===== src/rtl/hamming_pkg.sv =====
// Shared Hamming(15,11) definitions: widths, data-bit placement and the
// reference encoder. The downstream corrector imports this same package so
// the bit mapping is defined in exactly one place.
package hamming_pkg;

    localparam int DATA_W = 11;
    localparam int CW_W   = 15;
    localparam int PAR_W  = 4;
    localparam int POS_W  = 4;

    typedef logic [DATA_W-1:0] data_t;
    typedef logic [CW_W-1:0]   cw_t;
    typedef logic [POS_W-1:0]  pos_t;

    // Codeword index (position-1) that carries data bit k.
    localparam int unsigned DATA_POS [0:DATA_W-1] = '{2, 4, 5, 6, 8, 9, 10, 11, 12, 13, 14};

    // Transmit FSM states, also visible on the debug state output.
    typedef enum logic [1:0] {
        ST_IDLE  = 2'd0,
        ST_SHIFT = 2'd1,
        ST_GAP   = 2'd2
    } tx_state_t;

    // Place data bits, then fill the four parity bits (even parity).
    function automatic cw_t encode_hamming(input data_t d);
        cw_t c;
        c = '0;
        for (int k = 0; k < DATA_W; k++) begin
            c[DATA_POS[k]] = d[k];
        end
        c[0] = ^{c[2], c[4], c[6], c[8], c[10], c[12], c[14]};
        c[1] = ^{c[2], c[5], c[6], c[9], c[10], c[13], c[14]};
        c[3] = ^{c[4], c[5], c[6], c[11], c[12], c[13], c[14]};
        c[7] = ^{c[8], c[9], c[10], c[11], c[12], c[13], c[14]};
        return c;
    endfunction

endpackage


===== src/rtl/codifica_hamming_serial_if.sv =====
// Bundle of the word-input handshake and the serial/parallel transmit side.
//
// Handshake: a word transfers on a rising clk edge where in_valid && in_ready
// are both high. in_ready is a pure register output (no combinational path
// from in_valid or from the transmit side); in_data/in_err_pos are only looked
// at on a transfer edge and may change freely otherwise. The transmit side has
// no back-pressure: tx_bit/tx_sof/tx_eof mean something only while tx_valid=1.
interface codifica_hamming_serial_if;
    import hamming_pkg::*;

    logic      in_valid;
    logic      in_ready;
    data_t     in_data;
    pos_t      in_err_pos;
    logic      tx_bit;
    logic      tx_valid;
    logic      tx_sof;
    logic      tx_eof;
    cw_t       cw_out;
    logic      busy;
    tx_state_t dbg_state;

    modport slave (
        input  in_valid, in_data, in_err_pos,
        output in_ready, tx_bit, tx_valid, tx_sof, tx_eof, cw_out, busy, dbg_state
    );

    modport master (
        output in_valid, in_data, in_err_pos,
        input  in_ready, tx_bit, tx_valid, tx_sof, tx_eof, cw_out, busy, dbg_state
    );

endinterface


===== src/rtl/hamming_encode.sv =====
// Combinational Hamming(15,11) encoder with optional single-bit error
// injection at codeword position err_pos_i (1..15, 0 = none).
module hamming_encode
    import hamming_pkg::*;
(
    input  data_t data_i,
    input  pos_t  err_pos_i,
    output cw_t   cw_o
);

    cw_t flip;

    // One-hot flip mask for the requested position; empty when err_pos_i is 0.
    always_comb begin
        flip = '0;
        if (err_pos_i != '0) begin
            flip[err_pos_i - 4'd1] = 1'b1;
        end
    end

    assign cw_o = encode_hamming(data_i) ^ flip;

endmodule


===== src/rtl/codifica_hamming_serial.sv =====
// Hamming(15,11) transmit stage: 1-entry word buffer, framing FSM and
// 15-bit shifter. Frames go out one bit per clock with sof/eof markers, the
// parallel codeword of the current/last frame is held on cw_out.
module codifica_hamming_serial
    import hamming_pkg::*;
#(
    parameter int GAP       = 0,
    parameter bit MSB_FIRST = 1'b0
) (
    input  logic                       clk,
    input  logic                       rst_n,
    codifica_hamming_serial_if.slave   bus
);

    localparam int GAP_W = (GAP > 1) ? $clog2(GAP) : 1;

    // Buffer state
    cw_t       buf_q, buf_d;
    logic      buf_full_q, buf_full_d;
    logic      in_ready_q;

    // FSM / shifter state, all outputs registered
    tx_state_t         state_q;
    cw_t               shift_q;
    logic [3:0]        cnt_q;
    logic [GAP_W-1:0]  gap_cnt_q;
    logic              tx_bit_q;
    logic              tx_valid_q;
    logic              tx_sof_q;
    logic              tx_eof_q;
    cw_t               cw_out_q;

    cw_t  enc_cw;
    logic accept;
    logic load;
    logic gap_last;
    logic first_bit;
    cw_t  shift_init;
    logic next_bit;
    cw_t  shift_next;

    hamming_encode u_encode (
        .data_i    (bus.in_data),
        .err_pos_i (bus.in_err_pos),
        .cw_o      (enc_cw)
    );

    assign accept   = bus.in_valid && in_ready_q;
    assign gap_last = (gap_cnt_q == GAP_W'(GAP - 1));

    // Shifter takes the buffered word: from IDLE, at the eof edge when frames
    // run back-to-back, or on the last gap cycle.
    always_comb begin
        load = 1'b0;
        if (buf_full_q) begin
            case (state_q)
                ST_IDLE:  load = 1'b1;
                ST_SHIFT: load = (GAP == 0) && (cnt_q == 4'd14);
                ST_GAP:   load = gap_last;
                default:  load = 1'b0;
            endcase
        end
    end

    // Bit order selection for the first bit and the following shifts.
    always_comb begin
        first_bit  = MSB_FIRST ? buf_q[CW_W-1] : buf_q[0];
        shift_init = MSB_FIRST ? {buf_q[CW_W-2:0], 1'b0} : {1'b0, buf_q[CW_W-1:1]};
        next_bit   = MSB_FIRST ? shift_q[CW_W-1] : shift_q[0];
        shift_next = MSB_FIRST ? {shift_q[CW_W-2:0], 1'b0} : {1'b0, shift_q[CW_W-1:1]};
    end

    // Buffer next state; accept and load never coincide since accept needs an empty buffer.
    always_comb begin
        buf_d      = buf_q;
        buf_full_d = buf_full_q;
        if (accept) begin
            buf_d      = enc_cw;
            buf_full_d = 1'b1;
        end else if (load) begin
            buf_full_d = 1'b0;
        end
    end

    // Holding buffer and the registered ready flag derived from its next state.
    always_ff @(posedge clk or negedge rst_n) begin
        if (!rst_n) begin
            buf_q      <= '0;
            buf_full_q <= 1'b0;
            in_ready_q <= 1'b0;
        end else begin
            buf_q      <= buf_d;
            buf_full_q <= buf_full_d;
            in_ready_q <= !buf_full_d;
        end
    end

    // Framing FSM with shifter, counters and registered serial outputs.
    always_ff @(posedge clk or negedge rst_n) begin
        if (!rst_n) begin
            state_q    <= ST_IDLE;
            shift_q    <= '0;
            cnt_q      <= '0;
            gap_cnt_q  <= '0;
            tx_bit_q   <= 1'b0;
            tx_valid_q <= 1'b0;
            tx_sof_q   <= 1'b0;
            tx_eof_q   <= 1'b0;
            cw_out_q   <= '0;
        end else if (load) begin
            state_q    <= ST_SHIFT;
            shift_q    <= shift_init;
            cnt_q      <= '0;
            gap_cnt_q  <= '0;
            tx_bit_q   <= first_bit;
            tx_valid_q <= 1'b1;
            tx_sof_q   <= 1'b1;
            tx_eof_q   <= 1'b0;
            cw_out_q   <= buf_q;
        end else begin
            case (state_q)
                ST_SHIFT: begin
                    if (cnt_q == 4'd14) begin
                        state_q    <= (GAP > 0) ? ST_GAP : ST_IDLE;
                        gap_cnt_q  <= '0;
                        tx_bit_q   <= 1'b0;
                        tx_valid_q <= 1'b0;
                        tx_sof_q   <= 1'b0;
                        tx_eof_q   <= 1'b0;
                    end else begin
                        cnt_q    <= cnt_q + 4'd1;
                        shift_q  <= shift_next;
                        tx_bit_q <= next_bit;
                        tx_sof_q <= 1'b0;
                        tx_eof_q <= (cnt_q == 4'd13);
                    end
                end
                ST_GAP: begin
                    if (gap_last) begin
                        state_q <= ST_IDLE;
                    end else begin
                        gap_cnt_q <= gap_cnt_q + GAP_W'(1);
                    end
                end
                default: begin
                    state_q <= ST_IDLE;
                end
            endcase
        end
    end

    assign bus.in_ready  = in_ready_q;
    assign bus.tx_bit    = tx_bit_q;
    assign bus.tx_valid  = tx_valid_q;
    assign bus.tx_sof    = tx_sof_q;
    assign bus.tx_eof    = tx_eof_q;
    assign bus.cw_out    = cw_out_q;
    assign bus.busy      = buf_full_q || (state_q != ST_IDLE);
    assign bus.dbg_state = state_q;

endmodule

===== src/flat_wrapper.sv =====
// flat-port wrapper written by rule: the top's interface ports become plain ports
module codifica_hamming_serial_flat import hamming_pkg::*;
#(
    parameter int GAP       = 0,
    parameter bit MSB_FIRST = 1'b0
)
  (clk, rst_n, bus_in_valid, bus_in_data, bus_in_err_pos, bus_in_ready, bus_tx_bit, bus_tx_valid, bus_tx_sof, bus_tx_eof, bus_cw_out, bus_busy, bus_dbg_state);
  codifica_hamming_serial_if bus_i ();
  input  logic clk;
  input  logic rst_n;
  input wire logic [$bits(bus_i.in_valid)-1:0] bus_in_valid;
  input wire logic [$bits(bus_i.in_data)-1:0] bus_in_data;
  input wire logic [$bits(bus_i.in_err_pos)-1:0] bus_in_err_pos;
  output wire logic [$bits(bus_i.in_ready)-1:0] bus_in_ready;
  output wire logic [$bits(bus_i.tx_bit)-1:0] bus_tx_bit;
  output wire logic [$bits(bus_i.tx_valid)-1:0] bus_tx_valid;
  output wire logic [$bits(bus_i.tx_sof)-1:0] bus_tx_sof;
  output wire logic [$bits(bus_i.tx_eof)-1:0] bus_tx_eof;
  output wire logic [$bits(bus_i.cw_out)-1:0] bus_cw_out;
  output wire logic [$bits(bus_i.busy)-1:0] bus_busy;
  output wire logic [$bits(bus_i.dbg_state)-1:0] bus_dbg_state;
  assign bus_i.in_valid = bus_in_valid;
  assign bus_i.in_data = bus_in_data;
  assign bus_i.in_err_pos = bus_in_err_pos;
  assign bus_in_ready = bus_i.in_ready;
  assign bus_tx_bit = bus_i.tx_bit;
  assign bus_tx_valid = bus_i.tx_valid;
  assign bus_tx_sof = bus_i.tx_sof;
  assign bus_tx_eof = bus_i.tx_eof;
  assign bus_cw_out = bus_i.cw_out;
  assign bus_busy = bus_i.busy;
  assign bus_dbg_state = bus_i.dbg_state;
  codifica_hamming_serial #(.GAP(GAP), .MSB_FIRST(MSB_FIRST)) u_core (.clk(clk), .rst_n(rst_n), .bus(bus_i));
endmodule

===== config.mk =====
export PLATFORM = sky130hd
export DESIGN_NAME = codifica_hamming_serial_flat
export DESIGN_NICKNAME = d
export VERILOG_FILES = /design/src/rtl/hamming_pkg.sv /design/src/rtl/codifica_hamming_serial_if.sv /design/src/rtl/hamming_encode.sv /design/src/rtl/codifica_hamming_serial.sv /design/src/flat_wrapper.sv
export SDC_FILE = /design/constraint.sdc
export NUM_CORES = 1
export LEC_CHECK = 0
export CELL_PAD_IN_SITES_DETAIL_PLACEMENT = 1
export CELL_PAD_IN_SITES_GLOBAL_PLACEMENT = 2
export CORE_MARGIN = 8
export CORE_UTILIZATION = 30
export CTS_CLUSTER_SIZE = 8
export DETAILED_ROUTE_END_ITERATION = 8
export PLACE_DENSITY = 0.71
export SETUP_SLACK_MARGIN = 0.4
export SLEW_MARGIN = 25
export SYNTH_ARGS = -nofsm -noshare
export SYNTH_HDL_FRONTEND = slang
export SYNTH_SLANG_ARGS = --single-unit

===== constraint.sdc =====
create_clock -name clk -period 2.2 [get_ports clk]
set_clock_uncertainty 0.15 [all_clocks]
set_input_delay 0.44 -clock clk [delete_from_list [all_inputs] [get_ports clk]]
set_output_delay 0.44 -clock clk [all_outputs]
set_load 0.02 [all_outputs]

# Yosys cells after proc, flatten, opt, wreduce, memory -nomap -nowiden
# Cells that the tools add are included.
word_totals:
  out_inout_bits: 23
  reg_bits: 58
classes:
  add_sub_neg: 3
  eq_ne: 7
  order_cmp: 2
  mux: 31
  n_bitwise: 1
  reduce_logical: 18
ops:
  columns: ["cell", "n"]
  rows:
  - ["15-bit two-way mux", 4]
  - ["7-bit parity", 4]
  - ["1-bit two-way mux", 17]
  - ["15-bit XOR", 1]
  - ["4-bit two-way mux", 3]
  - ["4-bit equality test (second input constant)", 2]
  - ["2-bit AND reduction", 4]
  - ["2-bit two-way mux", 3]
  - ["3-bit by 1-bit inequality test with 1-bit output (second input constant)", 2]
  - ["2-bit nonzero test", 3]
  - ["4-bit by 5-bit < comparator with 1-bit output (second input constant)", 1]
  - ["4-bit by 1-bit adder with 4-bit output (second input constant)", 1]
  - ["1-bit demux with 4-bit select", 1]
  - ["4-bit by 1-bit greater-or-equal comparator with 1-bit output (second input constant)", 1]
  - ["2-bit one-hot mux with 2 select lines", 1]
  - ["4-bit nonzero test", 1]
  - ["4-bit by 1-bit subtractor with 4-bit output (second input constant)", 1]
  - ["1-bit one-hot mux with 3 select lines", 1]
  - ["3-bit nonzero test", 1]
  - ["2-bit by 1-bit equality test with 1-bit output (second input constant)", 1]
  - ["2-bit equality test (second input constant)", 1]
  - ["1-bit logical AND", 2]
  - ["2-bit logical NOT", 1]
  - ["2-bit by 1-bit inequality test with 1-bit output (second input constant)", 1]
  - ["other kinds (4)", 4]

# Depth between registers and ports, before layout
logic_depth:
  ltp_word: 7
  ltp_mapped: 8

# Cells and area by module
# From an unflattened synthesis, not the netlist that was laid out.
unflattened:
  hier_cells: 230
  hier_area_um2: 2805.2
by_module_without_submodules:
  columns: ["module", "area_each_um2", "n_inst", "cells_each", "seq_area_each_um2"]
  rows:
  - ["codifica_hamming_serial", 2396.0, 1, 180, 1376.3]
  - ["hamming_encode", 409.1, 1, 50, 0.0]

# Worst setup path before layout
# No wires, ideal clock.
synth_timing:
  path_type: "register to register"
  from: "reg u_core.cnt_q[0]"
  to: "reg u_core.cw_out_q[10] (netlist: u_core.bus.cw_out[10])"
  arrival_time_ns: 1.574
  period_less_slack_ns: 1.850
  path_stages_with_launch: 9
  n_path_buf: 2
  setup_slack_ns: 0.350
  path_cell_list: "dfrtp_1 inv_1 ha_1 nand3_2 nand2_2 and2_1 buf_6 buf_6 mux2_4"
synth_between:
  elab_chain_cells: 3
synth_lines:
  columns: ["item", "line", "text"]
  rows:
  - ["start, declared", "codifica_hamming_serial.sv:25", "logic [3:0] cnt_q;"]
  - ["start signal, assigned", "codifica_hamming_serial.sv:131", "cnt_q <= cnt_q + 4'd1;"]
  - ["4-bit equality test", "codifica_hamming_serial.sv:58", "ST_SHIFT: load = (GAP == 0) && (cnt_q == 4'd14);"]
  - ["1-bit one-hot mux with 3 select lines", "codifica_hamming_serial.sv:56", "case (state_q)"]
  - ["1-bit two-way mux", "codifica_hamming_serial.sv:55", "if (buf_full_q) begin"]
  - ["end signal, assigned", "codifica_hamming_serial.sv:119", "cw_out_q <= buf_q;"]
  - ["end, declared", "codifica_hamming_serial.sv:31", "cw_t cw_out_q;"]
# No other way between the ends.
# A chain may end at the register's enable or synchronous reset.

# Final worst setup path
layout_timing:
  from: "reg u_core.state_q[0] (netlist: u_core.bus.dbg_state[0])"
  to: "out bus_busy"
layout_between:
  elab_chain_cells: 2
layout_lines:
  columns: ["item", "line", "text"]
  rows:
  - ["start, declared", "codifica_hamming_serial.sv:23", "tx_state_t state_q;"]
  - ["start signal, assigned", "codifica_hamming_serial.sv:124", "state_q <= (GAP > 0) ? ST_GAP : ST_IDLE;"]
  - ["2-bit nonzero test", "codifica_hamming_serial.sv:158", "assign bus.busy = buf_full_q || (state_q != ST_IDLE);"]
  - ["1-bit logical OR", "codifica_hamming_serial.sv:158", null]
  - ["end, declared", "flat_wrapper.sv:20", "output wire logic [$bits(bus_i.busy)-1:0] bus_busy;"]
# No other way between the ends.

==> results.sh <==
export IMPL_pwr_share_comb_pct=43.0
export IMPL_power_frac_clock_pct=13.8
export IMPL_worst_slew_pin_transition_ps=525.5
export IMPL_leakage_nw=1.671
export IMPL_layout_commonest_cell="dfrtp_1"
export IMPL_cap_viol_max_count=0
export IMPL_wire_per_inst_um=15.36
export IMPL_worstSetupPathType="reg2out"
export IMPL_busiest_layer="met2"
export IMPL_synth_cell_types=34
export IMPL_crit_path_start_kind="register"
export IMPL_drtIter0Drc=60
export IMPL_reg2reg_depth=7
export IMPL_pre_cts_slack_ps=-36.58
export IMPL_dpl_hpwl_um=4665
export IMPL_fin_setup_tns_ps=0
export IMPL_drc_errors=0
export IMPL_hold_path_endpoint="u_core.bus.tx_sof"
export IMPL_numPortBuffers=39
export IMPL_switching_share_pct=37.46
export IMPL_syn_to_final_growth_pct=32.89
export IMPL_netlist_area_um2=2705
export IMPL_grt_util_met1_pct=13.61
export IMPL_finalWorstSetupSlack_ps=410.1
export IMPL_synth_seq_cells=55
export IMPL_synth_avg_cell_area_um2=11.22
export IMPL_hold_path_class="reg2reg"
export IMPL_vias_per_cell=4.637
export IMPL_cts_sinks=55
export IMPL_post_route_period_util_pct=81.36
export IMPL_cp_required_ps=1610
export IMPL_syn_nets=262
export IMPL_first_global_vias=2007
export IMPL_fill_cells=962
export IMPL_clk_pin_slew_worst_paths_ps=100
export IMPL_final_cell_mix="dfrtp_1 (55), nor2_1 (25), dlygate4sd2_1 (23), buf_4 (23), nand2_1 (20)"
export IMPL_end_kind="output pin"
export IMPL_ant_nets=0
export IMPL_drv_slew=0
export IMPL_seqPwrFrac_pct=43.3
export IMPL_grt_pass1_wl_um=10540
export IMPL_vias=1915
export IMPL_grt_max_degree=32
export IMPL_drive_gt1_share_pct=19.34
export IMPL_clockBufferDepth=2
export IMPL_core_area_um2=8721
export IMPL_ir_drop_mv=0.3335
export IMPL_hold_start="u_core.bus.tx_sof"
export IMPL_wl_um=6345
export IMPL_p_int_w=0.002597
export IMPL_h_tree_depth=2
export IMPL_setup_viol=0
export IMPL_insertion_delay_ps=300
export IMPL_finalWeightedCongestion=0.7304
export IMPL_gr_total_overflow=0
export IMPL_arrival_ps=1200
export IMPL_timing_rr_start="u_core.cnt_q[0]"
export IMPL_hold_violations=0
export IMPL_seq_area_frac_synth_pct=50.88
export IMPL_dieWidth_um=111.0
export IMPL_rr_endpoint="u_core.bus.cw_out[1]"
export IMPL_cellPowerDensity_nw_per_um2=1155
export IMPL_row_count=34
export IMPL_rsz0062_at_grt="true"
export IMPL_relSlewSlack_pct=64.96
export IMPL_clockRootBuffer="clkbuf_8"
export IMPL_crit_fanout=3
export IMPL_power_total_w=0.004153
export IMPL_status="finished, final reports clean"
export IMPL_p_switching_w=0.001556
export IMPL_min_period_ps=1790
export IMPL_diodes=0
export IMPL_cts_buffers=5
export IMPL_syn_inst=241
export IMPL_max_freq_mhz=558.7
export IMPL_grt_antenna_before_repair=0
export IMPL_use_met3_pct=2.543
export IMPL_ys_warn_count=0
export IMPL_dieArea_um2=12310
export IMPL_layout_nets=326
export IMPL_cts_tree="yes"
export IMPL_ff2ff_setup_slack_ps=440
export IMPL_first_pass_iters=4
export IMPL_min_delay_path_depth=1
export IMPL_die_y_um=111.0
export IMPL_initial_core_util_pct=31.02
export IMPL_met2_usage_pct=16.45
export IMPL_io_pins=41
export IMPL_groute_usage_overall_pct=10.38
==> per-layer routing <==
metal	wire, um	share of wire (%)	up-vias
met5	0	0	-
met4	70	1.1	0
met3	223	3.5	6
met2	2941	46	33
met1	3109	49	936
li1	-	-	940
==> worst max path at each step <==
stage	startpoint	to	slack, ps	cells past startpoint
after floorplan	u_core.cnt_q[0]	u_core.bus.cw_out[10]	410	8
after global placement	bus_in_err_pos[0]	u_core.buf_q[3]	20	6
after detailed placement	bus_in_err_pos[3]	u_core.buf_q[7]	-40	5
after CTS	u_core.bus.dbg_state[0]	bus_busy	330	3
after global routing	u_core.bus.dbg_state[0]	bus_busy	330	3
final	u_core.bus.dbg_state[0]	bus_busy	410	3
==> critical path: stages, from the launching register on <==
cell	delay [ps]
dfrtp_1	420
nor2_4	150
inv_1	50
clkdlybuf4s15_1	280
==> layout make-up <==
class / count / area (um2) / area share, %
flip-flops and latches: 55 / 1376 / 38.29
multi-input cells: 169 / 1328 / 36.93
clock inverters: 1 / 5.005 / 0.1392
inverters: 5 / 18.77 / 0.5221
clock buffers: 6 / 82.58 / 2.297
repair buffers: 69 / 649.4 / 18.06
well taps: 108 / 135.1 / 3.759
==> through the flow <==
step                      hold WS [ps]  cell area (um2)  utilization [%]  cells
after floorplan                 -5.591             2724                -    241
after global placement           302.3             3343            38.34    395
after detailed placement         301.7             3343            38.34    395
after CTS                        339.3             3492            40.04    407
after global routing             368.9             3595            41.22    413
final                            331.0             3595            41.22    413
==> power by group through the flow <==
stage	Combinational [W]	Clock, W	Sequential (W)
2_1_floorplan	0.000941	0	0.00193
3_3_place_gp	0.00174	0	0.00181
3_5_place_dp	0.00179	0	0.00183
4_1_cts	0.00173	0.000597	0.00180
5_1_grt	0.00197	0.000640	0.00186
6_report	0.00178	0.000571	0.00180
==> cells by family (layout without fill, tap and decap cells) <==
group / count (synthesis) / after routing / share of synthesized area [%]
AO/OA/AOI/OAI: 38 / 38 / 7.493
other: 1 / 1 / 0.1386
flip-flops: 55 / 55 / 50.88
multiplexers: 30 / 30 / 12.77
adder cells (fa/ha/maj): 3 / 3 / 1.388
XOR/XNOR: 30 / 30 / 12.03
buffers and inverters: 17 / 81 / 3.099
AND/OR/NAND/NOR: 67 / 67 / 12.21
==> flip-flops by register name, indices dropped and copies added, names as in the netlist <==
name                  cells
u_core.bus.in_ready       1
u_core.buf_full_q         1
u_core.shift_q           14
u_core.bus.tx_bit         1
u_core.bus.cw_out        15
u_core.bus.tx_valid       1
u_core.bus.tx_eof         1
u_core.buf_q             15
u_core.bus.dbg_state      1
u_core.bus.tx_sof         1
u_core.cnt_q              4
==> synthesized netlist by cell type <==
library cell	count	area, um2
a21o_1	3	22.52
a21oi_1	15	75.07
and2_1	3	18.77
buf_1	1	3.750
buf_2	1	5.000
buf_4	1	7.510
buf_6	2	22.52
clkbuf_1	7	26.28
conb_1	1	3.750
dfrtp_1	55	1376
ha_1	3	37.54
inv_1	5	18.77
mux2_1	8	90.09
mux2_4	7	105.1
mux2i_1	15	150.1
nand2_1	20	75.07
nand2_2	1	6.260
nand2b_1	5	31.28
nand3_1	1	5.000
nand3_2	1	10.01
nand3b_1	1	7.510
nand4_1	2	12.51
nor2_1	26	97.59
nor3_1	2	10.01
nor4b_1	3	26.28
nor4b_4	1	23.77
o21ai_0	18	90.09
o221ai_1	1	8.760
o22ai_1	1	6.260
or3_1	1	6.260
xnor2_1	22	192.7
xnor2_2	1	16.27
xnor3_1	4	90.09
xor2_1	3	26.28
==> repair_timing <==
action                                 CTS  global route
endpoints found under the hold margin   20             0
gates resized for setup                 32            12
pin swaps                                2             5
setup endpoints to repair               41            20
hold buffers                             1             0
buffers inserted                         4             5
gates cloned                             0             1
Note: power is estimated with default switching activity, not from simulation.
